### src/rtl/leg_intc_pkg.sv
// Shared definitions for the interrupt controller: register map and the
// per-line request state encoding.
package leg_intc_pkg;

    localparam logic [2:0] INTC_MASK      = 3'd0;
    localparam logic [2:0] INTC_FIQSEL    = 3'd1;
    localparam logic [2:0] INTC_EDGE      = 3'd2;
    localparam logic [2:0] INTC_PENDING   = 3'd3;
    localparam logic [2:0] INTC_IRQ_CLAIM = 3'd4;
    localparam logic [2:0] INTC_FIQ_CLAIM = 3'd5;
    localparam logic [2:0] INTC_EOI       = 3'd6;

    typedef enum logic [1:0] {
        INTC_IDLE,
        INTC_REQ,
        INTC_SERVICE
    } intc_state_t;

endpackage

### src/rtl/intc_sync_edge.sv
// Two-flop synchronizer for one asynchronous interrupt line, plus a history
// flop so a rising edge can be detected on the synchronized level.
module intc_sync_edge (
    input  logic clk,
    input  logic reset_n,
    input  logic src,
    output logic level,
    output logic rise
);

    // sync_q[0] = s1, sync_q[1] = s2, sync_q[2] = s3 (history)
    logic [2:0] sync_q;
    logic [2:0] sync_d;

    always_comb begin
        sync_d = {sync_q[1:0], src};
    end

    always_ff @(posedge clk or negedge reset_n) begin
        if (!reset_n) begin
            sync_q <= 3'b000;
        end else begin
            sync_q <= sync_d;
        end
    end

    assign level = sync_q[1];
    assign rise  = sync_q[1] & ~sync_q[2];

endmodule

### src/rtl/interrupt_controller.sv
// Interrupt controller: synchronizes, latches, masks and prioritizes NSRC
// lines onto independent IRQ and FIQ request/claim/EOI state machines.
module interrupt_controller
    import leg_intc_pkg::*;
#(
    parameter int NSRC = 8,
    parameter int IDW  = (NSRC > 1) ? $clog2(NSRC) : 1
) (
    input  logic            clk,
    input  logic            reset_n,
    input  logic [NSRC-1:0] IntSrc,
    input  logic            CfgWE,
    input  logic [2:0]      CfgAddr,
    input  logic [31:0]     CfgWData,
    output logic [31:0]     CfgRData,
    input  logic            IRQAssert,
    input  logic            FIQAssert,
    output logic            IRQ,
    output logic            FIQ,
    output logic [IDW-1:0]  IRQId,
    output logic [IDW-1:0]  FIQId
);

    // Lowest set index wins; callers only use the result when v != 0.
    function automatic logic [IDW-1:0] lowest_idx(input logic [NSRC-1:0] v);
        lowest_idx = '0;
        for (int i = NSRC - 1; i >= 0; i--) begin
            if (v[i]) lowest_idx = IDW'(i);
        end
    endfunction

    logic [NSRC-1:0] src_level;
    logic [NSRC-1:0] src_rise;

    for (genvar g = 0; g < NSRC; g++) begin : g_sync
        intc_sync_edge u_sync (
            .clk     (clk),
            .reset_n (reset_n),
            .src     (IntSrc[g]),
            .level   (src_level[g]),
            .rise    (src_rise[g])
        );
    end

    logic [NSRC-1:0] mask_q, mask_d;
    logic [NSRC-1:0] fiqsel_q, fiqsel_d;
    logic [NSRC-1:0] edge_sel_q, edge_sel_d;
    logic [NSRC-1:0] pend_q, pend_d;
    logic [IDW-1:0]  irq_id_q, irq_id_d;
    logic [IDW-1:0]  fiq_id_q, fiq_id_d;
    intc_state_t     irq_state_q, irq_state_d;
    intc_state_t     fiq_state_q, fiq_state_d;

    logic [NSRC-1:0] irq_cand, fiq_cand;
    logic [NSRC-1:0] irq_clr, fiq_clr;
    logic            irq_take, fiq_take;
    logic            eoi_wr;
    logic            unused_wdata;

    assign unused_wdata = ^CfgWData;

    // Candidates come from registered state, so a config write landing on the
    // same edge as an ack does not affect what that ack claims.
    assign irq_cand = pend_q & mask_q & ~fiqsel_q;
    assign fiq_cand = pend_q & mask_q &  fiqsel_q;
    assign eoi_wr   = CfgWE && (CfgAddr == INTC_EOI);

    always_comb begin
        irq_state_d = irq_state_q;
        irq_id_d    = irq_id_q;
        irq_take    = 1'b0;
        case (irq_state_q)
            INTC_IDLE:    if (irq_cand != '0) irq_state_d = INTC_REQ;
            INTC_REQ: begin
                if (irq_cand == '0) begin
                    irq_state_d = INTC_IDLE;
                end else if (IRQAssert) begin
                    irq_state_d = INTC_SERVICE;
                    irq_id_d    = lowest_idx(irq_cand);
                    irq_take    = 1'b1;
                end
            end
            INTC_SERVICE: if (eoi_wr && CfgWData[0]) irq_state_d = INTC_IDLE;
            default:      irq_state_d = INTC_IDLE;
        endcase
    end

    always_comb begin
        fiq_state_d = fiq_state_q;
        fiq_id_d    = fiq_id_q;
        fiq_take    = 1'b0;
        case (fiq_state_q)
            INTC_IDLE:    if (fiq_cand != '0) fiq_state_d = INTC_REQ;
            INTC_REQ: begin
                if (fiq_cand == '0) begin
                    fiq_state_d = INTC_IDLE;
                end else if (FIQAssert) begin
                    fiq_state_d = INTC_SERVICE;
                    fiq_id_d    = lowest_idx(fiq_cand);
                    fiq_take    = 1'b1;
                end
            end
            INTC_SERVICE: if (eoi_wr && CfgWData[1]) fiq_state_d = INTC_IDLE;
            default:      fiq_state_d = INTC_IDLE;
        endcase
    end

    // One-hot of the winner (lowest set bit), restricted to edge sources.
    assign irq_clr = irq_take ? (irq_cand & (~irq_cand + NSRC'(1)) & edge_sel_q) : '0;
    assign fiq_clr = fiq_take ? (fiq_cand & (~fiq_cand + NSRC'(1)) & edge_sel_q) : '0;

    always_comb begin
        mask_d     = (CfgWE && CfgAddr == INTC_MASK)   ? CfgWData[NSRC-1:0] : mask_q;
        fiqsel_d   = (CfgWE && CfgAddr == INTC_FIQSEL) ? CfgWData[NSRC-1:0] : fiqsel_q;
        edge_sel_d = (CfgWE && CfgAddr == INTC_EDGE)   ? CfgWData[NSRC-1:0] : edge_sel_q;

        pend_d = pend_q;
        if (CfgWE && CfgAddr == INTC_PENDING) pend_d = pend_d & ~CfgWData[NSRC-1:0];
        pend_d = pend_d & ~(irq_clr | fiq_clr);
        // A new rise applied last so it beats any same-cycle clear.
        pend_d = pend_d | src_rise;
        pend_d = (pend_d & edge_sel_q) | (src_level & ~edge_sel_q);
    end

    always_ff @(posedge clk or negedge reset_n) begin
        if (!reset_n) begin
            mask_q      <= '0;
            fiqsel_q    <= '0;
            edge_sel_q  <= '0;
            pend_q      <= '0;
            irq_id_q    <= '0;
            fiq_id_q    <= '0;
            irq_state_q <= INTC_IDLE;
            fiq_state_q <= INTC_IDLE;
        end else begin
            mask_q      <= mask_d;
            fiqsel_q    <= fiqsel_d;
            edge_sel_q  <= edge_sel_d;
            pend_q      <= pend_d;
            irq_id_q    <= irq_id_d;
            fiq_id_q    <= fiq_id_d;
            irq_state_q <= irq_state_d;
            fiq_state_q <= fiq_state_d;
        end
    end

    always_comb begin
        CfgRData = 32'd0;
        case (CfgAddr)
            INTC_MASK:      CfgRData[NSRC-1:0] = mask_q;
            INTC_FIQSEL:    CfgRData[NSRC-1:0] = fiqsel_q;
            INTC_EDGE:      CfgRData[NSRC-1:0] = edge_sel_q;
            INTC_PENDING:   CfgRData[NSRC-1:0] = pend_q;
            INTC_IRQ_CLAIM: CfgRData[IDW-1:0]  = irq_id_q;
            INTC_FIQ_CLAIM: CfgRData[IDW-1:0]  = fiq_id_q;
            default:        CfgRData = 32'd0;
        endcase
    end

    assign IRQ   = (irq_state_q == INTC_REQ);
    assign FIQ   = (fiq_state_q == INTC_REQ);
    assign IRQId = irq_id_q;
    assign FIQId = fiq_id_q;

endmodule

### config.mk
export PLATFORM = sky130hd
export DESIGN_NAME = interrupt_controller
export DESIGN_NICKNAME = d
export VERILOG_FILES = /design/src/rtl/leg_intc_pkg.sv /design/src/rtl/intc_sync_edge.sv /design/src/rtl/interrupt_controller.sv
export SDC_FILE = /design/constraint.sdc
export NUM_CORES = 1
export LEC_CHECK = 0
export BUFFER_PORTS_ARGS = -buffer_cell sky130_fd_sc_hd__buf_4
export CAP_MARGIN = 40
export CORE_MARGIN = 3
export CORE_UTILIZATION = 45
export DETAILED_ROUTE_END_ITERATION = 10
export GPL_TIMING_DRIVEN = 1
export PLACE_DENSITY_LB_ADDON = 0.1
export RECOVER_POWER = 50
export SETUP_SLACK_MARGIN = 0.4
export SLEW_MARGIN = 20
export SYNTH_ARGS = -nofsm -noshare
export SYNTH_HDL_FRONTEND = slang
export SYNTH_SLANG_ARGS = --single-unit
### constraint.sdc
create_clock -name clk -period 2.29 [get_ports clk]
set_clock_uncertainty 0.15 [all_clocks]
set_input_delay 0.3435 -clock clk [delete_from_list [all_inputs] [get_ports clk]]
set_output_delay 0.3435 -clock clk [all_outputs]
set_load 0.02 [all_outputs]
# Word-level counts from Yosys, hierarchy flattened
# Cells that the tools add are included.
# classes
n_addsub	2
n_eq_ne	16
muxes	37
n_bitwise	38
reduce_logical	18
# ops
op	n
bitwise AND 8 bit	11
2-to-1 mux 3 bit	16
inverter 8 bit	6
2-to-1 mux 8 bit	3
bitwise OR 8 bit	3
case mux 5 bit (4 select lines)	1
case mux 3 bit (6 select lines)	1
adder 8 x 1 -> 8 bit, second input constant	2
zero test 8 bit	2
2-to-1 mux 2 bit	8
nonzero test 8 bit	2
case mux 2 bit (3 select lines)	2
AND reduction 3 bit	4
inverter 1 bit	10
equality test 3 bit, second input constant	3
bitwise AND 1 bit	8
!= test 2 bit, second input constant	4
logical AND 1 bit	7
equality test 3 x 2 -> 1 bit, second input constant	2
2-to-1 mux 1 bit	6
!= test 3 x 2 -> 1 bit, second input constant	2
equality test 2 x 1 -> 1 bit, second input constant	2
equality test 2 bit, second input constant	2
zero test 2 bit	2
2 further kinds	2
# word_totals
regBits	66
word_cells	127

# Longest topological paths before layout
# Gate-level depths: netlist of the first run.
# depth
ltp_word	13
ltp_mapped	6
mapped_depth_nobuf	4

# Hierarchy
# From an unflattened synthesis of the first run, not the netlist that was laid out.
# hier_totals
hier_cells	305
hier_area_um2	3492.1
# by_module_without_submodules
module	n_inst	cells_per_inst	area_per_inst_um2
interrupt_controller	1	273	2781.4
intc_sync_edge	8	4	88.8

# Least setup slack after synthesis of the first run
# Ideal clock, no wire load.
# synth_path
path_type	input -> output
startpoint	input CfgAddr[1]
endpoint	output CfgRData[5]
t_arrival_ns	1.602
required_time_ns	1.796
setup_slack_ns	0.194
cell_stages	4
n_path_buf	2
path_cell_list	buf_2 buf_1 mux4_2 and2_1
# synth_via
elab_chain_len	2
word_cells_on_any_way	5
cone_classes	eq/ne (3); mux (1); reduce/logical (1)
# synth_rtl
element	line_no	rtl
start, declared	interrupt_controller.sv:13	input logic [2:0] CfgAddr,
equality test 3 x 2 -> 1 bit, or another cell as far along	interrupt_controller.sv:149	case (CfgAddr)
case mux 5 bit (4 select lines) (*)	interrupt_controller.sv:149	
end, declared	interrupt_controller.sv:15	output logic [31:0] CfgRData,
# Mark *: on every way between the ends. The rest lies on a longest branch, timed or not.

# Worst setup path after layout of the first run
# layout_path
startpoint	register pend_q[6]
endpoint	output CfgRData[6]
# layout_via
elab_chain_len	1
# layout_rtl
element	line_no	rtl
start, declared	interrupt_controller.sv:48	logic [NSRC-1:0] pend_q, pend_d;
start signal, assigned	interrupt_controller.sv:139	pend_q <= pend_d;
case mux 5 bit (4 select lines)	interrupt_controller.sv:149	
# No other way between the ends.

==> results.ini, run 1 <==
[outcome]
outcome = finished, final reports clean

[layout]
diodes = 0
seqCellArea_sq_um = 1650
fin_util = 0.625
multi_input_area_sq_um = 1510
final_cell_count_no_fill = 495
layout-drive-gt1-share = 0.391
area_delta_synth_final_pct = 32.8
n_fill_cell = 560
fin_nets = 442

[timing]
finalSetupTns_ns = 0
setup_viol = 0
min_period_ns = 2.01
period_share = 0.876
hold_violations = 0
slew_headroom = 0.312
rsz0062_at_grt = yes
tightest_slew_ns = 1.03
fmax_mhz = 499
slew_viol_final = 0

[place]
dp_hpwl_mm = 5.47
finalWeightedCongestion = 0.903
placed_cells = 425
portBuffers = 39

[detailed_routing]
drtPass1Iterations = 5
drtIter0Drc = 225
wl_per_cell_um = 17.4
wl_mm = 8.60
num_vias = 2723
drc = 0
via_per_inst = 5.50
antenna_left = 0

[min_path]
hold_depth = 2
hold_start = FIQAssert
min_path_type = in -> reg
hold_end = fiq_state_q[0]$_DFFE_PN0P_

[power_and_ir_drop]
finalPower_mw = 4.26
ir_drop_mv = 0.465
power_density_nw_per_um2 = 986
power_leakage_nw = 2.00

[setup_path]
cp.arrival_ns = 1.51
cp-end-kind = output port
required_ns = 1.80
crit_fanout = 2
path_class = reg -> out
r2r-end = pend_q[3]$_DFF_PN0_
timing.rr.start = mask_q[0]$_DFFE_PN0P_
reg2regPathDepth = 4
start_kind = register
rrSetupSlack_ns = 0.41

[clocking]
clkTransAtPathRegs_ns = 0.07
clock_sinks = 66
ctsLongestPathBuffers = 2
clock_latency_ns = 0.34
cts_root_buffer = clkbuf_8
cts_buffers = 9
cts_tree = done
htree_levels = 3

[logic_synthesis]
synth.top_cell.area_share = 0.508
synth_ff_type = dfrtp_1
async_flop_share = 1.00
postSynthCellCount = 292
yosys-top-cells-area = dfrtp_1, mux2_2, buf_4
synth_top_cell_by_area = dfrtp_1
ys_ff_latch = 66
yosys-top-cells-count = dfrtp_1, nand2_1, mux2_2
ys_seq_area_frac = 0.508
synth-edff-count = 0
syn_area_sq_um = 3250
ys_warn_count = 0
syn_area_per_cell_sq_um = 11.1
yosysUniqueCellTypes = 44
yosysMostFrequentCell = dfrtp_1

[die]
die-area_sq_um = 8290
die_w_um = 91.0
core_sq_um = 6910
start_util = 0.471
placementRows = 30
die_h_um = 91.0
ios = 88

[global_routing]
grt_pass1_wl_mm = 13.6
grt_usage = 0.213
antenna_found_initial = 0
grt_overflow = 0
grt_pass1_vias = 2523
grt_max_degree = 43

[job]
max-cap-violations = 0

==> kinds of logic (layout without fill, tap and decap cells) <==
logic type / count (synthesis) / count (layout) / synth area share
buffers and inverters: 35 / 119 / 0.0700
other: 1 / 24 / 0.00115
DFF: 66 / 66 / 0.508
and+or+nand+nor: 102 / 102 / 0.177
muxes: 35 / 35 / 0.137
AOI/OAI and AO/OA: 53 / 53 / 0.107
==> worst max-delay path: stages (launching register included) <==
cell,delay [ns]
dfrtp_1,0.40
mux4_2,0.49
and2_4,0.16
buf_6,0.12
==> area by class of cell <==
| cell class | instances | area share |
|---|---|---|
| inverter | 2 | 0.00174 |
| clock buffer | 9 | 0.0287 |
| multi-input combinational | 214 | 0.350 |
| sequential | 66 | 0.382 |
| timing repair buffer | 101 | 0.187 |
| tap | 96 | 0.0278 |
| clock inverter | 7 | 0.0217 |
==> report_power, final <==
part,switching (mW),internal [mW]
logic,0.810,0.830
clock network,0.462,0.610
registers,0.156,1.39
==> worst max path at each step <==
stage / depth (start not counted) / endpoint / startpoint
floorplan: 4 / CfgRData[5] / CfgAddr[1]
global placement: 4 / pend_q[3]$_DFF_PN0_ / pend_q[1]$_DFF_PN0_
detailed placement: 4 / CfgRData[3] / CfgAddr[1]
CTS: 3 / CfgRData[4] / pend_q[4]$_DFF_PN0_
global route: 3 / g_sync[7].u_sync.sync_q[0]$_DFF_PN0_ / reset_n
finish: 3 / CfgRData[6] / pend_q[6]$_DFF_PN0_
==> metal layers <==
| layer | track usage | wire length [um] |
|---|---|---|
| met4 | 0.0754 | 144 |
| met3 | 0.0406 | 532 |
| met1 | 0.289 | 3770 |
| met2 | 0.340 | 4150 |
| met5 | 0 | 0 |
==> what timing repair did <==
action,4_1_cts,5_1_grt
hold buffers,9,0
hold endpoints to repair,32,0
setup endpoints to repair,9,17
setup buffers,34,11
resized for setup,15,4
pin swaps,9,6
==> registers in the layout (all words and copies together) (netlist names) <==
register and count:
FIQId 3, IRQId 3, edge_sel_q 8, fiq_state_q 2, fiqsel_q 8, g_sync.u_sync.sync_q 24, irq_state_q 2, mask_q 8
pend_q 8
==> cell usage in the layout (no fill, tap or decap), types with 3 or more instances in the layout <==
master         instances
o22ai_1                4
dfrtp_1               66
and2_4                 5
nand4_1                5
clkbuf_4               8
dlygate4sd3_1          9
a211oi_1               4
conb_1                24
mux4_2                 5
mux2i_1                3
nand2_1               32
and3_1                 6
a21oi_1               10
nor2_1                11
o21ai_0               10
a31oi_1                6
buf_4                 77
and2_1                 3
nor4_1                 3
mux2_2                26
clkbuf_8               9
nand3_1                9
nor2b_1                3
buf_6                  5
nand3b_1              10
==> metrics by stage <==
step | setup slack [ns] | area, sq um | hold slack, ns
global placement | 0.346 | 3600 | 0.183
finish | 0.284 | 4320 | 0.0435
floorplan | 0.411 | 3350 | -0.102
detailed placement | 0.355 | 3620 | 0.127
global route | 0.142 | 4320 | 0.0532
CTS | 0.311 | 4230 | 0.0295
Power figures use the tool's default switching activity.
==> run 2: changes to the inputs <==
--- a/config.mk
+++ b/config.mk
@@ -9,6 +9,7 @@
 export CAP_MARGIN = 40
 export CORE_MARGIN = 3
 export CORE_UTILIZATION = 45
+export CTS_BUF_LIST = sky130_fd_sc_hd__clkbuf_16
 export DETAILED_ROUTE_END_ITERATION = 10
 export GPL_TIMING_DRIVEN = 1
 export PLACE_DENSITY_LB_ADDON = 0.1
==> run 2 against run 1 <==
Net effect: hold slack better by 0.021 ns; global-route usage barely moved; critical path type unchanged; non-clock buffer count down 1; final area grew 2.4%; critical endpoint is now CfgRData[1]; first-iteration DRC count decreased by 24%; die area stayed put; via count shrank 1.7%; highest routed layer unchanged; core utilization up 1.5 points.
==> results.ini, run 2 (same netlist as run 1, synthesis figures left out) <==
[outcome]
outcome = finished, final reports clean  ; unchanged

[setup_path]
path_class = reg -> out  ; unchanged
cp-end-kind = output port  ; unchanged
crit_fanout = 3  ; was 2
reg2regPathDepth = 4  ; unchanged
start_kind = register  ; unchanged
cp.arrival_ns = 1.50  ; was 1.51 ns
required_ns = 1.80  ; about the same
timing.rr.start = mask_q[0]$_DFFE_PN0P_  ; unchanged
rrSetupSlack_ns = 0.42  ; was 0.41 ns
r2r-end = pend_q[3]$_DFF_PN0_  ; unchanged

[layout]
area_delta_synth_final_pct = 36.0  ; was 32.8%
final_common_cell = buf_4  ; unchanged
final_cell_area_sq_um = 4420  ; was 4320 sq um
final_cell_mix = buf_4, dfrtp_1, nand2_1, mux2_2, conb_1  ; unchanged
largest_reg_flops = 24  ; unchanged
regMostFlops = g_sync.u_sync.sync_q  ; unchanged
n_fill_cell = 547  ; was 560
diodes = 0  ; unchanged
fin_util = 0.640  ; was 0.625
fin_nets = 441  ; was 442
final_cell_count_no_fill = 494  ; was 495
layout-drive-gt1-share = 0.387  ; was 0.391

[die]
start_util = 0.471  ; unchanged
placementRows = 30  ; unchanged
core_sq_um = 6910  ; unchanged
ios = 88  ; unchanged
die-area_sq_um = 8290  ; unchanged
die_w_um = 91.0  ; unchanged
die_h_um = 91.0  ; unchanged

[timing]
min_period_ns = 1.99  ; was 2.01 ns
fmax_mhz = 502  ; was 499 MHz
rsz0062_at_grt = yes  ; unchanged
hold_violations = 0  ; unchanged
period_share = 0.869  ; was 0.876
finalSetupTns_ns = 0  ; unchanged
slew_viol_final = 0  ; unchanged
setup_viol = 0  ; unchanged

[power_and_ir_drop]
power_density_nw_per_um2 = 1050  ; was 986 nW/um^2
clkPwrFrac = 0.314  ; was 0.252
internal-power_mw = 3.17  ; was 2.83 mW
power_leakage_nw = 2.05  ; was 2.00 nW
comb_power_share = 0.351  ; was 0.385
ir_drop_mv = 0.552  ; was 0.465 mV
swShare = 0.316  ; was 0.335
p_seq_frac = 0.335  ; was 0.363
p_sw_mw = 1.46  ; was 1.43 mW

[global_routing]
grt_pass1_vias = 2527  ; was 2523
grt_overflow = 0  ; unchanged
antenna_found_initial = 0  ; unchanged
grt_pass1_wl_mm = 13.6  ; about the same
grt_max_degree = 43  ; unchanged
grt_usage = 0.213  ; about the same

[job]
max-cap-violations = 0  ; unchanged

[place]
dp_hpwl_mm = 5.47  ; unchanged
dpl_cell_area_sq_um = 3620  ; unchanged
finalWeightedCongestion = 0.903  ; unchanged
placed_cells = 425  ; unchanged
portBuffers = 39  ; unchanged

[clocking]
clkTransAtPathRegs_ns = 0.06  ; was 0.07 ns
ctsLongestPathBuffers = 2  ; unchanged
clock_latency_ns = 0.33  ; was 0.34 ns
clock_sinks = 66  ; unchanged
htree_levels = 3  ; unchanged
cts_tree = done  ; unchanged
cts_buffers = 9  ; unchanged
cts_root_buffer = clkbuf_16  ; was clkbuf_8

[detailed_routing]
drtPass1Iterations = 4  ; was 5
drtIter0Drc = 170  ; was 225
num_vias = 2676  ; was 2723
drc = 0  ; unchanged
wl_mm = 8.56  ; was 8.60 mm
wl_per_cell_um = 17.3  ; was 17.4 um
via_per_inst = 5.42  ; was 5.50
antenna_left = 0  ; unchanged

[min_path]
hold_end = fiq_state_q[0]$_DFFE_PN0P_  ; unchanged
hold_depth = 2  ; unchanged
min_path_type = in -> reg  ; unchanged
hold_start = FIQAssert  ; unchanged

-- run 2: cell count changes in the layout (fill, tap and decap cells not counted) --
cell / before / now
buf_12: 1 / 2
clkbuf_8: 9 / 0
mux2_2: 26 / 27
clkbuf_16: 0 / 9
clkbuf_2: 1 / 0
buf_4: 77 / 75
nor3b_1: 0 / 1
mux2_4: 1 / 0
nor3b_2: 1 / 0
buf_6: 5 / 6
-- run 2: metal layers --
layer | global-route usage | wire [um] | vias to the layer above
met1 | 0.291 | 3810 | 1343
met2 | 0.333 | 4080 | 92
li1 | - | - | 1233
met4 | 0.0653 | 99 | 0
met5 | 0 | 0 | -
met3 | 0.0555 | 575 | 8
-- run 2: per-stage QoR --
stage	worst slack, ns	hold WS (ns)	power [mW]
global route	0.230	0.0767	4.87
detailed placement	0.355	0.127	2.78
floorplan	0.411	-0.102	2.38
global placement	0.346	0.183	2.76
finish	0.300	0.0644	4.63
CTS	0.340	0.0565	4.52
-- run 2: power groups by stage --
stage               Sequential (mW)  Clock, mW  Combinational (mW)
floorplan                      1.64          0               0.734
global placement               1.63          0                1.12
detailed placement             1.64          0                1.14
CTS                            1.55       1.47                1.49
global route                   1.58       1.54                1.76
finish                         1.55       1.45                1.63
-- run 2: what timing repair did --
action                                  4_1_cts  5_1_grt
endpoints found under the setup margin        9       17
hold buffers                                  9        0
hold endpoints to repair                     32        0
pin swaps                                     8        4
gates resized for setup                      14        4
setup buffers                                34       10
-- run 2: cell type report --
class,count,area [sq um],area share
Tap cell,96,120,0.0272
Multi-Input combinational cell,214,1500,0.340
Clock buffer,9,225,0.0509
Timing Repair Buffer,100,821,0.186
Inverter,2,7.51,0.00170
Clock inverter,7,93.8,0.0212
Sequential cell,66,1650,0.373
-- run 2: critical path, stage by stage (launching register included) --
cell and delay, ns:
dfrtp_1 0.40, mux2i_1 0.16, nor2_1 0.08, a31oi_1 0.23, o22ai_1 0.13, buf_4 0.17
-- run 2: worst max-delay path by stage --
| stage | depth (start not counted) | slack, ns | start | endpoint |
|---|---|---|---|---|
| after floorplan | 4 | 0.41 | CfgAddr[1] | CfgRData[5] |
| after global placement | 4 | 0.35 | pend_q[1]$_DFF_PN0_ | pend_q[3]$_DFF_PN0_ |
| after detailed placement | 4 | 0.35 | CfgAddr[1] | CfgRData[3] |
| after CTS | 3 | 0.34 | pend_q[7]$_DFF_PN0_ | CfgRData[7] |
| after global routing | 5 | 0.23 | IRQId[1]$_DFFE_PN0P_ | CfgRData[1] |
| final | 5 | 0.30 | IRQId[1]$_DFFE_PN0P_ | CfgRData[1] |
